--- config.mk ---
export PLATFORM = sky130hd
export DESIGN_NAME = glb_core_bank_wr_mux
export DESIGN_NICKNAME = d
export VERILOG_FILES = /design/src/rtl/global_buffer_param.sv /design/src/rtl/global_buffer_pkg.sv /design/src/rtl/glb_wr_fifo.sv /design/src/rtl/glb_core_bank_wr_mux.sv
export SDC_FILE = /design/constraint.sdc
export NUM_CORES = 1
export LEC_CHECK = 0
export BUFFER_PORTS_ARGS = -buffer_cell sky130_fd_sc_hd__buf_2
export CAP_MARGIN = 20
export CELL_PAD_IN_SITES_DETAIL_PLACEMENT = 2
export CELL_PAD_IN_SITES_GLOBAL_PLACEMENT = 2
export CORE_MARGIN = 2
export CORE_UTILIZATION = 25
export DETAILED_ROUTE_END_ITERATION = 12
export GPL_TIMING_DRIVEN = 0
export PLACE_DENSITY = 0.52
export SYNTH_ARGS = -nofsm -noshare
export SYNTH_HDL_FRONTEND = slang
export SYNTH_HIERARCHICAL = 1
export SYNTH_SLANG_ARGS = --single-unit
--- constraint.sdc ---
create_clock -name clk -period 7.5 [get_ports clk]
set_clock_uncertainty 0.15 [all_clocks]
set_input_delay 0.375 -clock clk [delete_from_list [all_inputs] [get_ports clk]]
set_output_delay 0.375 -clock clk [all_outputs]
set_load 0.05 [all_outputs]
--- src/rtl/global_buffer_param.sv ---
// Tile-level sizing constants shared by the global buffer write path.
package global_buffer_param;
  localparam int BANKS_PER_TILE        = 2;
  localparam int BANK_ADDR_WIDTH       = 17;
  localparam int BANK_DATA_WIDTH       = 64;
  localparam int GLB_ADDR_WIDTH        = 32;
  localparam int GLB_WR_MUX_FIFO_DEPTH = 4;
endpackage

--- src/rtl/global_buffer_pkg.sv ---
// Write packet type and bank-select helper for the global buffer write path.
package global_buffer_pkg;
  import global_buffer_param::*;

  localparam int BANK_SEL_LSB   = BANK_ADDR_WIDTH;
  localparam int BANK_SEL_WIDTH = (BANKS_PER_TILE > 1) ? $clog2(BANKS_PER_TILE) : 1;

  typedef struct packed {
    logic                         wr_en;
    logic [BANK_DATA_WIDTH/8-1:0] wr_strb;
    logic [BANK_DATA_WIDTH-1:0]   wr_data;
    logic [GLB_ADDR_WIDTH-1:0]    wr_addr;
  } wr_packet_t;

  function automatic logic [BANK_SEL_WIDTH-1:0] bank_sel(input logic [GLB_ADDR_WIDTH-1:0] addr);
    return addr[BANK_SEL_LSB +: BANK_SEL_WIDTH];
  endfunction
endpackage

--- src/rtl/glb_wr_fifo.sv ---
// Ordered buffer for store-DMA write packets; head is visible combinationally.
// Pointers carry a wrap bit so full and empty are distinguished without a counter.
module glb_wr_fifo
  import global_buffer_pkg::*;
#(
  parameter int DEPTH = 4
) (
  input  logic       clk,
  input  logic       reset,
  input  logic       clk_en,
  input  logic       push,
  input  wr_packet_t push_packet,
  input  logic       pop,
  output wr_packet_t head,
  output logic       full,
  output logic       empty
);
  localparam int AW = $clog2(DEPTH);

  logic [AW:0] wr_ptr;
  logic [AW:0] rd_ptr;
  wr_packet_t  mem [DEPTH];

  assign empty = (wr_ptr == rd_ptr);
  assign full  = (wr_ptr[AW] != rd_ptr[AW]) && (wr_ptr[AW-1:0] == rd_ptr[AW-1:0]);
  assign head  = mem[rd_ptr[AW-1:0]];

  always_ff @(posedge clk or posedge reset) begin
    if (reset) begin
      wr_ptr <= '0;
      rd_ptr <= '0;
    end else if (clk_en) begin
      if (push) wr_ptr <= wr_ptr + (AW+1)'(1);
      if (pop)  rd_ptr <= rd_ptr + (AW+1)'(1);
    end
  end

  // A push into a full FIFO only happens alongside a pop, so it reuses the slot being read out.
  always_ff @(posedge clk) begin
    if (clk_en && push) mem[wr_ptr[AW-1:0]] <= push_packet;
  end
endmodule

--- src/rtl/glb_core_bank_wr_mux.sv ---
// Merges processor writes (fixed priority) with the store-DMA stream and steers the winner to its bank register.
// Optional GLB_WR_MUX_STATS_EN adds saturating issued/stalled stream counters.
module glb_core_bank_wr_mux
  import global_buffer_param::*;
  import global_buffer_pkg::*;
#(
  parameter int FIFO_DEPTH = GLB_WR_MUX_FIFO_DEPTH
) (
  input  logic       clk,
  input  logic       reset,
  input  logic       clk_en,
  input  wr_packet_t strm_wr_packet,
  input  wr_packet_t proc_wr_packet,
  input  logic       cfg_wr_mux_clr,
  output wr_packet_t bank_wr_packet [BANKS_PER_TILE],
  output logic       strm_wr_pending,
`ifdef GLB_WR_MUX_STATS_EN
  output logic [31:0] strm_wr_count,
  output logic [15:0] strm_stall_count,
`endif
  output logic       strm_overflow
);
  wr_packet_t                fifo_head;
  logic                      fifo_full;
  logic                      fifo_empty;
  logic                      push;
  logic                      pop;
  logic                      push_req;
  logic                      drop;
  wr_packet_t                winner;
  logic                      win_strm;
  logic [BANK_SEL_WIDTH-1:0] sel;
  logic                      strm_out;

  glb_wr_fifo #(.DEPTH(FIFO_DEPTH)) u_fifo (
    .clk         (clk),
    .reset       (reset),
    .clk_en      (clk_en),
    .push        (push),
    .push_packet (strm_wr_packet),
    .pop         (pop),
    .head        (fifo_head),
    .full        (fifo_full),
    .empty       (fifo_empty)
  );

  // Stream may bypass the FIFO only when nothing older is waiting in it.
  always_comb begin
    winner   = '0;
    win_strm = 1'b0;
    pop      = 1'b0;
    push_req = 1'b0;
    if (proc_wr_packet.wr_en) begin
      winner   = proc_wr_packet;
      push_req = strm_wr_packet.wr_en;
    end else if (!fifo_empty) begin
      winner   = fifo_head;
      win_strm = 1'b1;
      pop      = 1'b1;
      push_req = strm_wr_packet.wr_en;
    end else if (strm_wr_packet.wr_en) begin
      winner   = strm_wr_packet;
      win_strm = 1'b1;
    end
  end

  assign push            = push_req && (!fifo_full || pop);
  assign drop            = push_req && fifo_full && !pop;
  assign sel             = bank_sel(winner.wr_addr);
  assign strm_wr_pending = !fifo_empty || strm_out;

  always_ff @(posedge clk or posedge reset) begin
    if (reset) begin
      for (int b = 0; b < BANKS_PER_TILE; b++) bank_wr_packet[b] <= '0;
      strm_out      <= 1'b0;
      strm_overflow <= 1'b0;
    end else if (clk_en) begin
      for (int b = 0; b < BANKS_PER_TILE; b++)
        bank_wr_packet[b] <= (winner.wr_en && (int'(sel) == b)) ? winner : '0;
      strm_out <= win_strm;
      if (drop)                strm_overflow <= 1'b1;
      else if (cfg_wr_mux_clr) strm_overflow <= 1'b0;
    end
  end

`ifdef GLB_WR_MUX_STATS_EN
  always_ff @(posedge clk or posedge reset) begin
    if (reset) begin
      strm_wr_count    <= '0;
      strm_stall_count <= '0;
    end else if (clk_en) begin
      if (cfg_wr_mux_clr) begin
        strm_wr_count    <= '0;
        strm_stall_count <= '0;
      end else begin
        if (win_strm && (strm_wr_count != '1)) strm_wr_count <= strm_wr_count + 32'd1;
        if (push && (strm_stall_count != '1))  strm_stall_count <= strm_stall_count + 16'd1;
      end
    end
  end
`endif
endmodule

==> flow_metrics.py <==
metrics = {
    "status": {
        "status": "completed",
    },
    "clocking": {
        "postCtsSetupBuffers": 0,
        "numCtsBuffers": 78,
        "cts_max_level": 3,
        "clk_pin_slew_ns": 0.06,
        "cts_tree": "built",
        "cts.path.max_buffers": 3,
        "clock_latency_ns": 0.64,
        "clockRootBuffer": "clkbuf_16",
        "cts.sink_count": 637,
    },
    "synthesis": {
        "synthArstFlopShare": 0.3407,
        "ys_warn_count": 6,
        "synth_cell_types": 31,
        "synth_area_mm2": 0.02763,
        "synth_seq_area_share": 0.6529,
        "syn_nets": 1989,
        "synth_top_flop_cell": "edfxtp_1",
        "synth-seq-cells": 637,
        "avgSynthCellArea_um2": 15.61,
        "synth_edf_count": 420,
        "synthCells": 1770,
    },
    "timing": {
        "finalMaxSlewViolations": 0,
        "tns_ns": 0,
        "fin_crit_sh": 0.6473,
        "hold_slack_ns": 0.05564,
        "setup_viol": 0,
        "grt_setup_unrepaired": "no",
        "slew_headroom": 0.2979,
        "worstMarginPinSlew_ns": 1.047,
        "finalHoldViolations": 0,
        "fin_crit_ns": 4.855,
        "max_freq_mhz": 206.0,
    },
    "power_and_ir_drop": {
        "ir_drop_uv": 181.8,
        "finalPower_w": 0.01538,
        "power_leakage_nw": 13.81,
        "p_per_area_mw_per_mm2": 432.7,
    },
    "cells_and_area": {
        "final_nets": 2617,
        "multi_input_area_mm2": 0.007976,
        "area_growth_pct": 28.59,
        "layout_commonest_cell": "buf_2",
        "drive_gt1_frac": 0.3382,
        "fin_cells": 3947,
        "final_cell_mix": "buf_2 (462), edfxtp_1 (420), dfrtp_1 (217), inv_1 (212), dlygate4sd3_1 (113)",
        "seqCellArea_mm2": 0.01804,
        "nFillCells": 11410,
    },
    "critical_path": {
        "worstSetupPathType": "reg -> reg",
        "crit_arrival_ns": 5.04,
        "worstPathCellList": "buf_2, buf_2, xor2_1, nor3b_1, buf_2, clkbuf_1, nand2b_1, and3_1, and3_4, buf_16, buf_16",
        "critPathMaxFanout": 45,
        "cpMostUsedCell": "buf_2",
        "end_kind": "register",
        "cp-start-kind": "register",
        "worst_r2r_path_depth": 11,
        "crit_start": "u_fifo/rd_ptr[1]",
        "r2r_end": "u_fifo/mem[3][37]",
        "reg2reg_from": "u_fifo/rd_ptr[1]",
        "timing.critical_path.to": "u_fifo/mem[3][37]",
        "reg2reg_setup_slack_ns": 2.65,
        "slowest_stage": "buf_2",
        "critPathRequiredTime_ns": 7.68,
        "max_stage_delay_ns": 0.67,
    },
    "grt": {
        "antenna_found_initial": 19,
        "grt_pass1_vias": 21230,
        "grtUsageMet2": 0.3142,
        "top_usage_layer": "met2",
        "grt_util_met3": 0.03267,
        "grt_pass1_wl_mm": 150.0,
        "grt_usage": 0.1829,
        "use_met1": 0.2382,
        "grt_overflow": 0,
        "grt_start_max_net_pins": 90,
    },
    "flow_run": {
        "drv_cap": 0,
    },
    "floorplan": {
        "initial_core_util": 0.2528,
        "ios": 426,
        "dieArea_mm2": 0.1132,
        "die_height_um": 336.5,
        "coreArea_mm2": 0.1093,
        "die_w_um": 336.5,
        "rows": 121,
    },
    "placed_design": {
        "place.gp.congestion": 0.7369,
        "port_buffers": 424,
        "dp.cells": 3681,
        "dpl.hpwl_mm": 72.06,
    },
    "detailed_routing": {
        "routed-via-count": 18320,
        "drc": 0,
        "avgRoutedWirePerCell_um": 26.21,
        "antenna_left": 0,
        "wirelength_mm": 103.5,
        "via_per_inst": 4.641,
        "first_pass_iters": 4,
        "drtIter0Drc": 873,
    },
    "min_path": {
        "timing.hold.worst.class": "in -> reg",
    },
}
## power breakdown
group | leakage [nW] | switching (W) | total (W) | internal, W
Combinational | 5.94 | 0.00470 | 0.00677 | 0.00207
Sequential | 6.66 | 0.000375 | 0.00493 | 0.00455
Clock | 1.20 | 0.00154 | 0.00368 | 0.00214
## synthesized netlist by cell type (5+ instances only)
| library cell | number | area [um2] |
|---|---|---|
| and3_1 | 109 | 681.9 |
| buf_2 | 38 | 190.2 |
| buf_4 | 9 | 67.56 |
| buf_6 | 18 | 202.7 |
| clkbuf_1 | 84 | 315.3 |
| dfrtp_1 | 217 | 5430 |
| edfxtp_1 | 420 | 12610 |
| ha_1 | 5 | 62.56 |
| inv_1 | 213 | 799.5 |
| mux4_2 | 105 | 2365 |
| nand2_1 | 6 | 22.52 |
| nand2b_1 | 106 | 663.1 |
| nor2b_1 | 105 | 656.9 |
| o31ai_1 | 103 | 773.2 |
| o32ai_1 | 106 | 928.4 |
| o32ai_2 | 100 | 1627 |
## logic make-up after synthesis
logic type | Yosys count | share of synthesized area
compound gates | 316 | 0.1222
xor+xnor | 7 | 0.002219
fa+ha+maj | 5 | 0.002264
buf+inv | 366 | 0.05918
flops | 637 | 0.6529
mux | 109 | 0.08720
simple gates | 330 | 0.07403
## layer usage
metal | up-vias | part of all wire
li1 | 8041 | -
met1 | 9710 | 0.44
met5 | - | 0.0012
met4 | 18 | 0.019
met2 | 432 | 0.50
met3 | 116 | 0.048
## critical path: cells and delay by family (launching register included)
kind                      cells  cell delay, ns
xor gates and xnor gates      1            0.16
buffers and inverters         6            2.47
DFF                           1            0.35
and+or+nand+nor               4            1.35
## worst min path at each step
| stage | from | to | slack (ns) | depth (start not counted) |
|---|---|---|---|---|
| finish | proc_wr_packet[5] | bank_wr_packet[110] | 0.06 | 4 |
| global route | proc_wr_packet[80] | bank_wr_packet[185] | 0.04 | 4 |
| CTS | proc_wr_packet[48] | bank_wr_packet[48] | 0.00007 | 4 |
| detailed placement | reset | u_fifo/rd_ptr[1] | 0.27 | 2 |
| global placement | reset | u_fifo/rd_ptr[1] | 0.22 | 2 |
| floorplan | reset | u_fifo/rd_ptr[0] | 0.02 | 1 |
## metrics by stage
| step | utilization | setup WS, ns | instance area, um2 |
|---|---|---|---|
| 6_report | 0.3251 | 2.645 | 35540 |
| 3_5_place_dp | 0.2921 | 2.493 | 31920 |
| 2_1_floorplan | - | 1.209 | 27630 |
| 5_1_grt | 0.3250 | 2.234 | 35520 |
| 4_1_cts | 0.3249 | 2.474 | 35520 |
| 3_3_place_gp | 0.2891 | -2.269 | 31600 |
## registers in the layout, summed over array words and instances, names as in the netlist
| register | flops |
|---|---|
| bank_wr_packet | 209 |
| strm_out | 1 |
| strm_overflow | 1 |
| u_fifo/mem | 420 |
| u_fifo/rd_ptr | 3 |
| u_fifo/wr_ptr | 3 |
## layout make-up
cell class | instances | area share
Timing Repair Buffer | 548 | 0.09971
Antenna cell | 8 | 0.0005634
Clock inverter | 33 | 0.006373
Clock buffer | 112 | 0.06285
Tap cell | 1476 | 0.05197
Buffer | 153 | 0.02363
Multi-Input combinational cell | 767 | 0.2245
Sequential cell | 637 | 0.5077
Inverter | 213 | 0.02271
## repair_timing
item / 4_1_cts / 5_1_grt
resized for setup: 0 / 0
endpoints found under the hold margin: 483 / 0
hold buffers: 113 / 0
(Power assumes the default switching activity.)
